--- src/rtl/frac_pkg.sv ---
// frac_pkg: shared FSM state type and default operand width for fraction_reduce
package frac_pkg;
  localparam int FRAC_WIDTH = 8;
  typedef enum logic [1:0] {IDLE, DIV_M, DIV_N, DONE} state_t;
endpackage

--- src/rtl/restoring_div_step.sv ---
// restoring_div_step: one MSB-first restoring division step (i_rem/i_bit/i_div in, o_rem/o_q out)
module restoring_div_step
  import frac_pkg::*;
#(
  parameter int WIDTH = FRAC_WIDTH
) (
  input  logic [WIDTH:0]   i_rem,
  input  logic             i_bit,
  input  logic [WIDTH-1:0] i_div,
  output logic [WIDTH:0]   o_rem,
  output logic             o_q
);
  logic [WIDTH+1:0] w_sh, w_diff;
  assign w_sh   = {i_rem, i_bit};
  assign w_diff = w_sh - {2'b00, i_div};
  assign o_q    = ~w_diff[WIDTH+1];
  assign o_rem  = o_q ? w_diff[WIDTH:0] : w_sh[WIDTH:0];
endmodule

--- src/rtl/fraction_reduce.sv ---
// fraction_reduce: P=M/G, Q=N/G through one shared restoring divider, TC/err/busy status; FRAC_REM_CHECK_EN also flags nonzero remainders
module fraction_reduce
  import frac_pkg::*;
#(
  parameter int WIDTH = FRAC_WIDTH
) (
  input  logic             clk,
  input  logic             sync_reset,
  input  logic             load,
  input  logic [WIDTH-1:0] M,
  input  logic [WIDTH-1:0] N,
  input  logic [WIDTH-1:0] G,
  output logic [WIDTH-1:0] P,
  output logic [WIDTH-1:0] Q,
  output logic             busy,
  output logic             TC,
  output logic             err
);
  localparam int CW = $clog2(WIDTH + 1);
  localparam logic [CW-1:0] LAST = CW'(WIDTH - 1);
  state_t r_state, w_next;
  logic [WIDTH-1:0] r_m, r_n, r_g;
  logic [WIDTH:0] r_rem, w_rem;
  logic [CW-1:0] r_cnt;
  logic r_err, w_q, w_bit, w_last;
`ifdef FRAC_REM_CHECK_EN
  logic r_mnz;
`endif
  assign w_last = r_cnt == LAST;
  assign w_bit  = r_state == DIV_N ? r_n[WIDTH-1] : r_m[WIDTH-1];
  assign busy   = r_state == DIV_M || r_state == DIV_N;
  assign TC     = r_state == DONE;
  assign err    = r_err;
  assign P      = r_m;
  assign Q      = r_n;
  restoring_div_step #(.WIDTH(WIDTH)) u_step (
    .i_rem(r_rem),
    .i_bit(w_bit),
    .i_div(r_g),
    .o_rem(w_rem),
    .o_q  (w_q)
  );
  always_comb begin
    w_next = r_state;
    if (load) w_next = G == '0 ? DONE : DIV_M;
    else if (r_state == DIV_M && w_last) w_next = DIV_N;
    else if (r_state == DIV_N && w_last) w_next = DONE;
  end
  always_ff @(posedge clk) r_state <= sync_reset ? IDLE : w_next;
  // r_m/r_n shift the dividend out of the top and the quotient in at the bottom
  always_ff @(posedge clk) begin
    if (sync_reset) begin
      r_m   <= '0;
      r_n   <= '0;
      r_g   <= '0;
      r_rem <= '0;
      r_cnt <= '0;
      r_err <= 1'b0;
`ifdef FRAC_REM_CHECK_EN
      r_mnz <= 1'b0;
`endif
    end else if (load) begin
      r_m   <= M;
      r_n   <= N;
      r_g   <= G;
      r_rem <= '0;
      r_cnt <= '0;
      r_err <= G == '0;
`ifdef FRAC_REM_CHECK_EN
      r_mnz <= 1'b0;
`endif
    end else if (busy) begin
      r_cnt <= w_last ? '0 : r_cnt + 1'b1;
      r_rem <= w_last ? '0 : w_rem;
      if (r_state == DIV_M) r_m <= {r_m[WIDTH-2:0], w_q};
      else r_n <= {r_n[WIDTH-2:0], w_q};
`ifdef FRAC_REM_CHECK_EN
      if (w_last && r_state == DIV_M) r_mnz <= |w_rem;
      if (w_last && r_state == DIV_N) r_err <= r_mnz | (|w_rem);
`endif
    end
  end
endmodule

--- config.mk ---
export PLATFORM = sky130hd
export DESIGN_NAME = fraction_reduce
export DESIGN_NICKNAME = d
export VERILOG_FILES = /design/src/rtl/frac_pkg.sv /design/src/rtl/restoring_div_step.sv /design/src/rtl/fraction_reduce.sv
export SDC_FILE = /design/constraint.sdc
export NUM_CORES = 1
export LEC_CHECK = 0
export CAP_MARGIN = 10
export CORE_UTILIZATION = 45
export CTS_BUF_LIST = sky130_fd_sc_hd__clkbuf_16
export DETAILED_ROUTE_END_ITERATION = 8
export PLACE_DENSITY = 0.77
export SLEW_MARGIN = 20
export SYNTH_ARGS = -nofsm -noshare
export SYNTH_HDL_FRONTEND = slang
export SYNTH_HIERARCHICAL = 1
export SYNTH_SLANG_ARGS = --single-unit
--- constraint.sdc ---
create_clock -name clk -period 4.45 [get_ports clk]
set_input_delay 0.89 -clock clk [delete_from_list [all_inputs] [get_ports clk]]
set_output_delay 0.89 -clock clk [all_outputs]
set_load 0.02 [all_outputs]
# Yosys cells after proc, flatten, opt, wreduce, memory -nomap -nowiden
# Cells that the tools add are included.
# classes
addsub,2
eq_ne,5
mux,14
bitwise,1
reduce_logical,10
# op_table
op,count
$mux 8,6
$mux 9,2
$sub 10x8->10,1
$logic_not 8->1,1
$mux 2,4
$add 4x1->4 const B,1
$eq 2x2->1 const B,2
$eq 4x3->1 const B,1
$mux 4,1
$reduce_and 2->1,2
$reduce_bool 2->1,2
$reduce_bool 3->1,1
$eq 2x1->1 const B,1
$logic_and 1x1->1,2
$ne 2x2->1 const B,1
$reduce_or 2->1,1
$logic_or 1x1->1,1
$mux 1,1
$not 1->1,1
# word_totals
register_bits,40
out_inout_bits,19

# Logic depth before layout (Yosys ltp)
# Gate-level depths: netlist of run 1.
# depth
ltp_word,7
mapped_depth,14
depth_no_buf,13

# Modules after synthesis
# The synthesis of run 1 kept the hierarchy.
# modules_own_cells
module,instances,cells_each,area_per_inst_um2,seq_area_each_um2
fraction_reduce,1,186,1694.1,800.8
restoring_div_step,1,72,565.5,0.0

# Least setup slack after synthesis of run 1
# No wires, ideal clock.
# synth_timing
path_type,flip-flop to flip-flop
from,register r_state[0]
to,register r_rem[8]
setup_time_ps,117
arrival_ps,2596
required_ps,4333
path_slack_ps,1736
stages_incl_launch_ff,14
path_buffers,0
period_less_slack_ps,2714
cell_sequence,dfxtp_1 -> inv_1 -> ha_1 -> mux2_2 -> inv_1 -> ha_1 -> fa_1 -> nand2b_1 -> a2111oi_0 -> nor2_1 -> or4b_1 -> nand3_1 -> mux2i_1 -> nor2_1
# synth_via
elab_chain_cells,5
elab_cells_between_ends,7
cone_classes,1 x add/sub; 2 x eq/ne; 3 x mux; 1 x reduce/logical
# synth_lines
element,line,source
"start, declared",fraction_reduce.sv:21,"state_t r_state, w_next;"
"start signal, assigned",fraction_reduce.sv:49,always_ff @(posedge clk) r_state <= sync_reset ? IDLE : w_next;
$eq 2x2->1,fraction_reduce.sv:30,assign w_bit = r_state == DIV_N ? r_n[WIDTH-1] : r_m[WIDTH-1];
$mux 1,fraction_reduce.sv:30,
via w_bit,fraction_reduce.sv:25,"logic r_err, w_q, w_bit, w_last;"
$sub 10x8->10,restoring_div_step.sv:15,"assign w_diff = w_sh - {2'b00, i_div};"
$mux 9,restoring_div_step.sv:17,assign o_rem = o_q ? w_diff[WIDTH:0] : w_sh[WIDTH:0];
via w_rem[8],fraction_reduce.sv:23,"logic [WIDTH:0] r_rem, w_rem;"
$mux 9,fraction_reduce.sv:74,r_rem <= w_last ? '0 : w_rem;
"end signal, assigned",fraction_reduce.sv:74,
"end, declared",fraction_reduce.sv:23,
# The timed path passes the listed nets, and every way through them passes these cells.
# A chain may end at the register's enable or synchronous reset.

# Final worst setup path of run 1
# layout_timing
from,register r_state[0]
to,output busy
# layout_via
elab_chain_cells,2
elab_cells_between_ends,3
cone_classes,2 x eq/ne; 1 x reduce/logical
# layout_lines
element,line,source
$eq 2x1->1 / $eq 2x2->1 (equally long branches),fraction_reduce.sv:31,assign busy = r_state == DIV_M || r_state == DIV_N;
$logic_or 1x1->1 (*),fraction_reduce.sv:31,
"end, declared",fraction_reduce.sv:15,"output logic busy,"
# Mark *: on every way between the ends. The rest lies on a longest branch, timed or not.

==> results.md, run 1 <==
- H-Tree Level Count: 2
- Die Height: ~73 um
- Core Util, Final: 0.6089
- Worst R2R Path Depth: 13
- Dpl ws: around 1.5 ns
- Clock Root Buffer: clkbuf_16
- Met2 wire length: 2515 um
- Critical path arrival: between 2 and 2.5 ns
- 1st-pass router iterations: 4
- Slew margin rel.: 0.3806
- # rows: 25
- Post-CTS Setup Repair Bufs: 0
- DIE AREA: 0.005309 mm^2
- CTS Buf Count: 5
- Core ar.: between 0.004 and 0.005 mm^2
- CP most frequent cell: inv_1
- DP Area: 0.002743 mm^2
- Routed WL: around 5000 um
- CP max FO: 23
- Vias in the first global route: 1894
- Met1 WL: 2253 um
- Hold Crit Endpoint: err$_SDFFE_PP0P_
- Worst-Margin Slew: 0.9291 ns
- Final HPWL DP: 3474 um
- Critical R2R Launch: r_state[0]$_SDFFE_PP0P_
- Synthesis Warnings: 6
- Max clock buf depth: 2
- Nature of the critical path startpoint: flip-flop
- DR vias: 1934
- First-pass GRT wire length: ~8600 um
- Later-pin clock latency in the skew report: around 0.29 ns
- Worst setup path class: flip-flop to output pin
- CP max-delay cell: ha_1
- Most frequent cells in the layout: clkdlybuf4s50_1, dfxtp_1, nor2_1, nand2_1, mux2i_1
- Highest metal used: met4
- Setup TNS: 0 ns
- IO Pins: 46
- Hold path cells: 2
- Hold Crit Start: err$_SDFFE_PP0P_
- Endpoint class of the critical path: output pin
- Post-Syn Area per Cell: around 8.8 um^2
- Initial Utilization: 0.4722
- GRT Total Usage: 0.2115
- Inserted Diodes: 0
- CTS-repair resized insts: 0
- Fill cell count: roughly 430
- Crit path cell chain: inv_1 -> ha_1 -> inv_1 -> clkdlybuf4s50_1
- Syn nets: about 300
- Sink Count: 40
- Vias per cell: around 5.3
- Period utilization: 0.7248
- Clock Pin Slew Worst Setup and Hold Paths: ~0.060 ns
- DRC: 0
- DR WL/cell: approximately 14 um
- Largest net degree at the start of global routing: 27
- Gr ovfl total: 0
- PnR worst setup slack: about 1.2 ns
- Synthesized area: 0.002260 mm^2
- Outcome: complete, no violations
- R2R Setup Slk: roughly 1.5 ns
- Final setup fails: 0
- HP Class: flip-flop to flip-flop
- Met3 WL post-DR: 185 um
- CP delay by family, top: adder cells
- Count of buffers from port buffering: 45
- Fin. max-slew vios: 0
- Post-CTS Hold Buffers: 0
- Dpl cells: approximately 360
- Worst EP required: 3.56 ns
- Commonest non-fill, non-tap cell in the layout: clkdlybuf4s50_1
- MaxCap Viol Count: 0
- RD Place Congestion: between 0.8 and 0.9
- Fraction of layout cells with a size suffix above 1: 0.1037
- Peak supply drop: between 0.2 and 0.25 mV
- Final antenna-violating net count: 0
- Synth-to-Final Area Change: 28.96%
- Seq/Total Area, Yosys: 0.3544
- DR iter-0 viols: 64
- Final #Nets: 339
- Final instance area: about 0.0029 mm^2
- CTS tree: yes
- Fmax achieved: 0.3100 GHz
- Static leakage: between 1 and 1.5 nW
- Final worst path period need: 3.225 ns
- Reg-to-reg endpoint: r_rem[8]$_SDFFE_PP0P_
- RSZ-0062 raised after global routing: false
- Width of the die: about 73 um
- Biggest cell delay along the critical path: around 0.9 ns
- Power density over the cells: approximately 370 mW/mm^2
- Cell variety after synth: 44
- Fin. Hold Viols: 0
- CP bufs+invs: 3
- Synth Register Bits: 40
- Finished Layout Cells: 366
- Cells after Synth: roughly 260
- Initial antenna violation count: 0
- Clock Skews: between 0.004 and 0.005 ns
[metal layers]
layer | global-route usage | vias up
met5 | 0 | -
met4 | 0.06536 | 0
met3 | 0.05110 | 4
met2 | 0.3821 | 34
met1 | 0.2457 | 921
li1 | - | 975
[state kept, by name, summed over array words and instances, names as in the netlist]
| name | cells |
|---|---|
| r_rem | 9 |
| r_cnt | 4 |
| Q | 8 |
| r_state | 2 |
| P | 8 |
| r_g | 8 |
| err | 1 |
[worst max-delay path by stage]
stage | from | end | slack [ns] | cells past startpoint
after floorplan | r_state[0]$_SDFFE_PP0P_ | r_rem[8]$_SDFFE_PP0P_ | 1.74 | 13
after global placement | r_state[0]$_SDFFE_PP0P_ | busy | 1.59 | 4
after detailed placement | r_state[0]$_SDFFE_PP0P_ | r_rem[8]$_SDFFE_PP0P_ | 1.47 | 13
after CTS | r_state[0]$_SDFFE_PP0P_ | busy | 1.21 | 4
after global routing | r_state[0]$_SDFFE_PP0P_ | busy | 1.07 | 4
final | r_state[0]$_SDFFE_PP0P_ | busy | 1.22 | 4
[report_power, final]
group | switching, mW | leakage [nW] | total [mW] | internal [mW]
Sequential | 0.0156 | 0.328 | 0.394 | 0.378
Clock | 0.149 | 0.0804 | 0.415 | 0.266
Combinational | 0.130 | 0.816 | 0.263 | 0.133
[synthesized netlist by cell type (all sizes together)]
cell	number	area (um^2)
a2111oi	1	8.760
o21ai	11	58.81
nor4	1	6.260
xor2	3	26.28
mux2i	20	200.2
a211o	1	8.760
a21oi	15	78.83
a31oi	2	12.51
ha	13	162.7
o211a	1	10.01
clkbuf	8	30.03
inv	14	52.55
nor3	5	25.02
a311o	1	10.01
buf	6	36.28
nand4b	1	8.760
nand2	29	111.4
o21a	2	15.01
and3b	1	8.760
a21boi	2	15.02
xnor2	5	43.79
clkinv	1	3.750
nand2b	2	20.02
and2	1	6.260
nand3	2	10.01
a211oi	3	35.03
or4b	1	10.01
dfxtp	40	800.8
nor2	39	146.4
nor2b	1	6.260
a311oi	9	78.83
fa	1	20.02
mux2	14	176.4
and2b	1	8.760
o31ai	1	7.510
[cells by family (layout without fill, tap and decap cells)]
group / Yosys count / in the layout / share of synthesized area
flops: 40 / 40 / 0.3544
xor+xnor: 8 / 8 / 0.03101
compound gates: 49 / 49 / 0.1501
buf+inv: 29 / 70 / 0.05426
mux: 34 / 34 / 0.1667
fa+ha+maj: 14 / 14 / 0.08084
simple gates: 84 / 84 / 0.1628
[worst reg2reg max path, cell delays in order, from the launching register on]
cell and delay (ns):
dfxtp_1 0.41, inv_1 0.07, ha_1 0.23, mux2_2 0.23, inv_1 0.05, ha_1 0.21, fa_1 0.40, nand2b_1 0.19
a2111oi_0 0.52, nor2_1 0.12, or4b_1 0.19, nand3_1 0.06, mux2i_1 0.13, nor2_1 0.05
[layout make-up]
class | instances | area (um^2) | share of cell area
Clock buffer | 5 | 125.1 | 0.04294
Sequential cell | 40 | 800.8 | 0.2748
Tap cell | 67 | 83.83 | 0.02877
Clock inverter | 3 | 46.29 | 0.01589
Multi-Input combinational cell | 189 | 1336 | 0.4586
Inverter | 15 | 56.30 | 0.01932
Timing Repair Buffer | 47 | 465.4 | 0.1597
[stage by stage]
stage	power [mW]	hold slack, ns
floorplan	0.5881	0.4604
global placement	0.6570	0.4513
detailed placement	0.6607	0.4780
CTS	1.079	0.4906
global route	1.120	0.5160
finish	1.072	0.4902
No activity file was read; power rests on OpenSTA's default activity.
==> run 2, diff against run 1 <==
==> constraint.sdc (replaced) <==
create_clock -name clk -period 3.15 [get_ports clk]
set_input_delay 0.63 -clock clk [delete_from_list [all_inputs] [get_ports clk]]
set_output_delay 0.63 -clock clk [all_outputs]
set_load 0.02 [all_outputs]
==> results.md, run 2 (same netlist as run 1, synthesis figures left out) <==
- GRT Total Usage: 0.2018 (-0.009782)
- Fin. Hold Viols: 0 (unchanged)
- Power density over the cells: 512.8 mW/mm^2 (+39%)
- H-Tree Level Count: 2 (unchanged)
- Width of the die: 72.86 um (unchanged)
- # rows: 25 (unchanged)
- Vias per cell: 5.253 (-0.58%)
- Finished Layout Cells: 367 (+0.27%)
- Critical path arrival: 3.10 ns (+0.76 ns)
- Final antenna-violating net count: 0 (unchanged)
- Cell-internal power: 1.093 mW (+40%)
- CTS tree: yes
- CTS-repair resized insts: 0 (unchanged)
- Die Height: 72.86 um (unchanged)
- Worst setup path class: flip-flop to flip-flop
- Hold path cells: 2 (unchanged)
- Most frequent cells in the layout: clkdlybuf4s50_1, dfxtp_1, nor2_1, nand2_1, mux2i_1
- Worst-Margin Slew: 0.6815 ns (-0.2476 ns)
- Outcome: complete, no violations
- Initial Utilization: 0.4722 (unchanged)
- Static leakage: 1.234 nW (+0.76%)
- Core ar.: 0.004786 mm^2 (unchanged)
- Fin. max-slew vios: 0 (unchanged)
- Worst R2R Path Depth: 13 (unchanged)
- DR vias: 1928 (-0.31%)
- Max clock buf depth: 2 (unchanged)
- FF+latch area: 800.8 um^2 (unchanged)
- Routed WL: 5051 um (+0.96%)
- Final instance area: 0.002915 mm^2 (about the same)
- MaxCap Viol Count: 0 (unchanged)
- Fmax achieved: roughly 0.34 GHz
- Clock Root Buffer: clkbuf_16
- Commonest non-fill, non-tap cell in the layout: clkdlybuf4s50_1
- CTS Buf Count: 5 (unchanged)
- First-pass GRT wire length: 8114 um (-5.6%)
- Clock Pin Slew Worst Setup and Hold Paths: 0.06 ns (about the same)
- Max reg flops: 9 (unchanged)
- Setup TNS: 0 ns (unchanged)
- Post-CTS Hold Buffers: 0 (unchanged)
- IO Pins: 46 (unchanged)
- DP Area: 0.002750 mm^2 (+0.27%)
- Gr ovfl total: 0 (unchanged)
- Worst EP required: 3.30 ns (-0.26 ns)
- DRC: 0 (unchanged)
- CP max FO: 5 (-78%)
- Final #Nets: 340 (+0.29%)
- Initial antenna violation count: 0 (unchanged)
- Fill cell count: 426 (+0.24%)
- Nature of the critical path startpoint: flip-flop
- Switching share of power: 0.2692 (-0.005155)
- Clock power share: 0.377 (-0.010)
- RD Place Congestion: 0.7860 (-4.0%)
- Count of buffers from port buffering: 45 (unchanged)
- Largest register by flop count: r_rem
- Dpl ws: 0.1642 ns (-1.310 ns)
- Period utilization: 0.9379
- Dpl cells: 359 (+0.28%)
- Later-pin clock latency in the skew report: 0.28 ns (about the same)
- Comb pwr share: 0.250 (+0.005)
- Sink Count: 40 (unchanged)
- Final HPWL DP: 3588 um (+3.3%)
- Sequential Power Share: 0.373 (+0.006)
- Footprint of the multi-input gates: 0.001338 mm^2 (about the same)
- Switching power: 0.4024 mW (+37%)
- Vias in the first global route: 1749 (-7.7%)
- Endpoint class of the critical path: flip-flop
- DR WL/cell: 13.76 um (+0.68%)
- PnR worst setup slack: 0.1957 ns (-1.029 ns)
- Largest net degree at the start of global routing: 27 (unchanged)
- Slew margin rel.: 0.5429 (+0.1622)
- DR iter-0 viols: 112 (+75%)
- Final worst path period need: 2.954 ns
- Post-CTS Setup Repair Bufs: 0 (unchanged)
- 1st-pass router iterations: 4 (unchanged)
- Synth-to-Final Area Change: 29.01% (about the same)
- Peak supply drop: 0.2645 mV (+29%)
- DIE AREA: 0.005309 mm^2 (unchanged)
- RSZ-0062 raised after global routing: false
- Inserted Diodes: 0 (unchanged)
- HP Class: flip-flop to flip-flop
- Final setup fails: 0 (unchanged)
- Clock Skews: 0.004048 ns (-0.0005561 ns)
- Fraction of layout cells with a size suffix above 1: 0.1033 (-0.0003456)
## run 2: cell types whose count changed in the layout (fill, tap and decap cells not counted), sizes merged
cell and change:
buf +1, clkinv +1, clkinvlp -1
## run 2: worst paths after layout
| kind | from | end | slack, ns |
|---|---|---|---|
| min | err$_SDFFE_PP0P_ | err$_SDFFE_PP0P_ | 0.49 |
| max reg2reg | r_state[0]$_SDFFE_PP0P_ | r_rem[8]$_SDFFE_PP0P_ | 0.20 |
| min reg2reg | err$_SDFFE_PP0P_ | err$_SDFFE_PP0P_ | 0.49 |
| max | r_state[0]$_SDFFE_PP0P_ | r_rem[8]$_SDFFE_PP0P_ | 0.20 |
## run 2: cell type report
| class | instances | share of cell area |
|---|---|---|
| Timing Repair Buffer | 48 | 0.1622 |
| Clock inverter | 3 | 0.01330 |
| Tap cell | 67 | 0.02876 |
| Clock buffer | 5 | 0.04292 |
| Multi-Input combinational cell | 189 | 0.4588 |
| Sequential cell | 40 | 0.2747 |
| Inverter | 15 | 0.01931 |
## run 2: power by group through the flow
stage	Sequential, mW	Combinational, mW	Clock, mW
after floorplan	0.581	0.250	0
after global placement	0.567	0.364	0
after detailed placement	0.567	0.371	0
after CTS	0.557	0.375	0.569
after global routing	0.561	0.408	0.592
final	0.557	0.374	0.563
## run 2: critical path, cell delays in order (launching register included)
cell	delay, ns
dfxtp_1	0.41
inv_1	0.07
ha_1	0.23
mux2_2	0.22
inv_1	0.04
ha_1	0.21
fa_1	0.39
nand2b_1	0.19
a2111oi_1	0.49
nor2_1	0.12
or4b_1	0.19
nand3_1	0.07
mux2i_1	0.12
nor2_1	0.05
## run 2: routing by layer
layer / global-route usage / part of all wire / up-vias
met1: 0.2517 / 0.44 / 907
met4: 0.05882 / 0.0093 / 0
met2: 0.3479 / 0.50 / 44
met3: 0.04558 / 0.049 / 5
met5: 0 / 0 / -
li1: - / - / 972
## run 2: through the flow
stage	power, mW	hold slack, ns	util
3_3_place_gp	0.9305	0.4529	0.5746
6_report	1.495	0.4853	0.6092
5_1_grt	1.561	0.5213	0.6092
3_5_place_dp	0.9383	0.4804	0.5746
4_1_cts	1.502	0.4944	0.6089
2_1_floorplan	0.8308	0.4604	-
==> run 3, diff against run 2 <==
--- a/config.mk
+++ b/config.mk
@@ -10,6 +10,7 @@
 export CTS_BUF_LIST = sky130_fd_sc_hd__clkbuf_16
 export DETAILED_ROUTE_END_ITERATION = 8
 export PLACE_DENSITY = 0.77
+export REMOVE_ABC_BUFFERS = 1
 export SLEW_MARGIN = 20
 export SYNTH_ARGS = -nofsm -noshare
 export SYNTH_HDL_FRONTEND = slang
==> results.md, run 3 (same netlist as run 1, synthesis figures left out) <==
- Vias in the first global route: 1767 (+1.0%)
- IO Pins: 46 (unchanged)
- Period utilization: 0.9343 (-0.003554)
- Max reg flops: 9 (unchanged)
- CP delay by family, top: compound AO/OA/AOI/OAI gates
- Most frequent cells in the layout: clkdlybuf4s50_1, dfxtp_1, nor2_1, nand2_1, mux2i_1
- First-pass GRT wire length: 8328 um (+2.6%)
- Clock Pin Slew Worst Setup and Hold Paths: 0.06 ns (about the same)
- Hold path cells: 2 (unchanged)
- Sequential Power Share: 0.394 (+0.021)
- Final worst path period need: 2.943 ns (-0.01120 ns)
- Worst-Margin Slew: 0.6945 ns (+0.01299 ns)
- Clock Root Buffer: clkbuf_16
- Clock Skews: 0.002664 ns (-0.001384 ns)
- Peak supply drop: 0.2966 mV (+12%)
- CP Depth: 12 (-1)
- Power density over the cells: 488.3 mW/mm^2 (-4.8%)
- CP Capture Point: r_rem[4]$_SDFFE_PP0P_
- DRC: 0 (unchanged)
- Worst EP required: 3.30 ns (about the same)
- GRT Total Usage: 0.2063 (+0.004517)
- DR iter-0 viols: 123 (+9.8%)
- Width of the die: 72.86 um (unchanged)
- Core Util, Final: 0.6063 (-0.002875)
- Dpl cells: 360 (+0.28%)
- MaxCap Viol Count: 0 (unchanged)
- Outcome: complete, no violations
- Setup TNS: 0 ns (unchanged)
- Critical R2R Launch: r_state[0]$_SDFFE_PP0P_
- Slew margin rel.: 0.5341 (-0.008713)
- Fin. Hold Viols: 0 (unchanged)
- CTS Buf Count: 5 (unchanged)
- Biggest cell delay along the critical path: 0.50 ns (about the same)
- Clock power share: 0.340 (-0.037)
- Worst setup path startpoint: r_state[0]$_SDFFE_PP0P_
- Inserted Diodes: 0 (unchanged)
- Final instance area: 0.002902 mm^2 (-0.47%)
- 1st-pass router iterations: 4 (unchanged)
- Commonest non-fill, non-tap cell in the layout: clkdlybuf4s50_1
- Count of buffers from port buffering: 45 (unchanged)
- Worst setup path class: flip-flop to flip-flop
- # rows: 25 (unchanged)
- Crit path cell chain: inv_1 -> ha_1 -> mux2_2 -> inv_1 -> ha_1 -> nand2b_4 -> a211oi_4 -> o21ai_2 -> a211o_1 -> mux2_4 -> mux2i_1 -> nor2_1
- Dpl ws: 0.1189 ns (-0.04537 ns)
- Fmax achieved: 0.3398 GHz (+0.38%)
- Post-CTS Hold Buffers: 0 (unchanged)
- Hold Crit Start: err$_SDFFE_PP0P_
- DR vias: 1952 (+1.2%)
- CTS-repair resized insts: 0 (unchanged)
- R2R Setup Slk: 0.21 ns (about the same)
- Synth-to-Final Area Change: 28.41%
- Nature of the critical path startpoint: flip-flop
- Comb pwr share: 0.267 (+0.017)
- Cell-internal power: 1.013 mW (-7.3%)
- Die Height: 72.86 um (unchanged)
- CTS tree: yes
- Gr ovfl total: 0 (unchanged)
- Max clock buf depth: 2 (unchanged)
- DP Area: 0.002758 mm^2 (+0.27%)
- DIE AREA: 0.005309 mm^2 (unchanged)
- Largest register by flop count: r_rem
- Fraction of layout cells with a size suffix above 1: 0.1100 (+0.006667)
- Post-CTS Setup Repair Bufs: 0 (unchanged)
- CP bufs+invs: 2 (unchanged)
- Largest net degree at the start of global routing: 27 (unchanged)
- Final HPWL DP: 3635 um (+1.3%)
- Vias per cell: 5.319 (+1.2%)
- HP Class: flip-flop to flip-flop
- Core ar.: 0.004786 mm^2 (unchanged)
- Endpoint class of the critical path: flip-flop
- Sink Count: 40 (unchanged)
- RSZ-0062 raised after global routing: false
- Static leakage: 1.221 nW (-1.1%)
- Switching power: 0.4041 mW (+0.43%)
- CP max-delay cell: a211o_1
- Initial Utilization: 0.4722 (unchanged)
- Switching share of power: 0.2852 (+0.01607)
- Final #Nets: 341 (+0.29%)
- PnR worst setup slack: 0.2069 ns (+0.01120 ns)
- Final setup fails: 0 (unchanged)
- Final antenna-violating net count: 0 (unchanged)
- Worst R2R Path Depth: 12 (-1)
- H-Tree Level Count: 2 (unchanged)
- Routed WL: 5117 um (+1.3%)
- CP max FO: 8 (+3)
- Finished Layout Cells: 367 (unchanged)
- Fin. max-slew vios: 0 (unchanged)
- Initial antenna violation count: 0 (unchanged)
- RD Place Congestion: 0.8094 (+3.0%)
- Reg-to-reg endpoint: r_rem[4]$_SDFFE_PP0P_
- Critical path arrival: 3.09 ns (about the same)
- DR WL/cell: 13.94 um (+1.3%)
- Later-pin clock latency in the skew report: 0.28 ns (about the same)
==> run 3: changes by cell type in the layout (fill, tap and decap cells not counted), sizes merged <==
cell,delta
buf,+1
bufinv,-1
clkinvlp,+1
inv,-1
==> run 3: worst register-to-register path, stage by stage, from the launching register on <==
cell and delay, ns:
dfxtp_1 0.41, inv_1 0.07, ha_1 0.23, mux2_2 0.24, inv_1 0.05, ha_1 0.22
nand2b_4 0.16, a211oi_4 0.26, o21ai_2 0.12, a211o_1 0.50, mux2_4 0.37, mux2i_1 0.12
nor2_1 0.05
==> run 3: area by class of cell <==
type / count / area, um^2
Inverter: 15 / 56.30
Clock inverter: 2 / 12.51
Sequential cell: 40 / 800.8
Timing Repair Buffer: 49 / 480.5
Multi-Input combinational cell: 189 / 1343
Fill cell: 428 / 1884
Tap cell: 67 / 83.83
Clock buffer: 5 / 125.1
==> run 3: per-layer routing <==
layer,part of all wire,vias to the layer above,global-route usage
met5,0,-,0
li1,-,977,-
met3,0.041,7,0.03867
met4,0.018,0,0.09586
met2,0.46,49,0.3281
met1,0.48,919,0.2709
==> run 3: how the worst min path moves through the flow <==
stage,to,slack [ns]
finish,err$_SDFFE_PP0P_,0.48
detailed placement,err$_SDFFE_PP0P_,0.46
global placement,err$_SDFFE_PP0P_,0.45
CTS,err$_SDFFE_PP0P_,0.48
floorplan,r_g[2]$_SDFFE_PP0P_,0.46
global route,Q[1]$_SDFFE_PP0P_,0.52
==> run 3: through the flow <==
| stage | hold slack (ns) | total power [mW] |
|---|---|---|
| floorplan | 0.4604 | 0.8106 |
| global placement | 0.4535 | 0.9299 |
| detailed placement | 0.4633 | 0.9376 |
| CTS | 0.4763 | 1.422 |
| global route | 0.5227 | 1.484 |
| finish | 0.4800 | 1.417 |
==> run 3: power by group through the flow <==
| stage | combinational, mW | clock, mW | sequential, mW |
|---|---|---|---|
| floorplan | 0.230 | 0 | 0.581 |
| global placement | 0.363 | 0 | 0.567 |
| detailed placement | 0.370 | 0 | 0.568 |
| CTS | 0.373 | 0.492 | 0.557 |
| global route | 0.410 | 0.513 | 0.562 |
| finish | 0.378 | 0.481 | 0.558 |
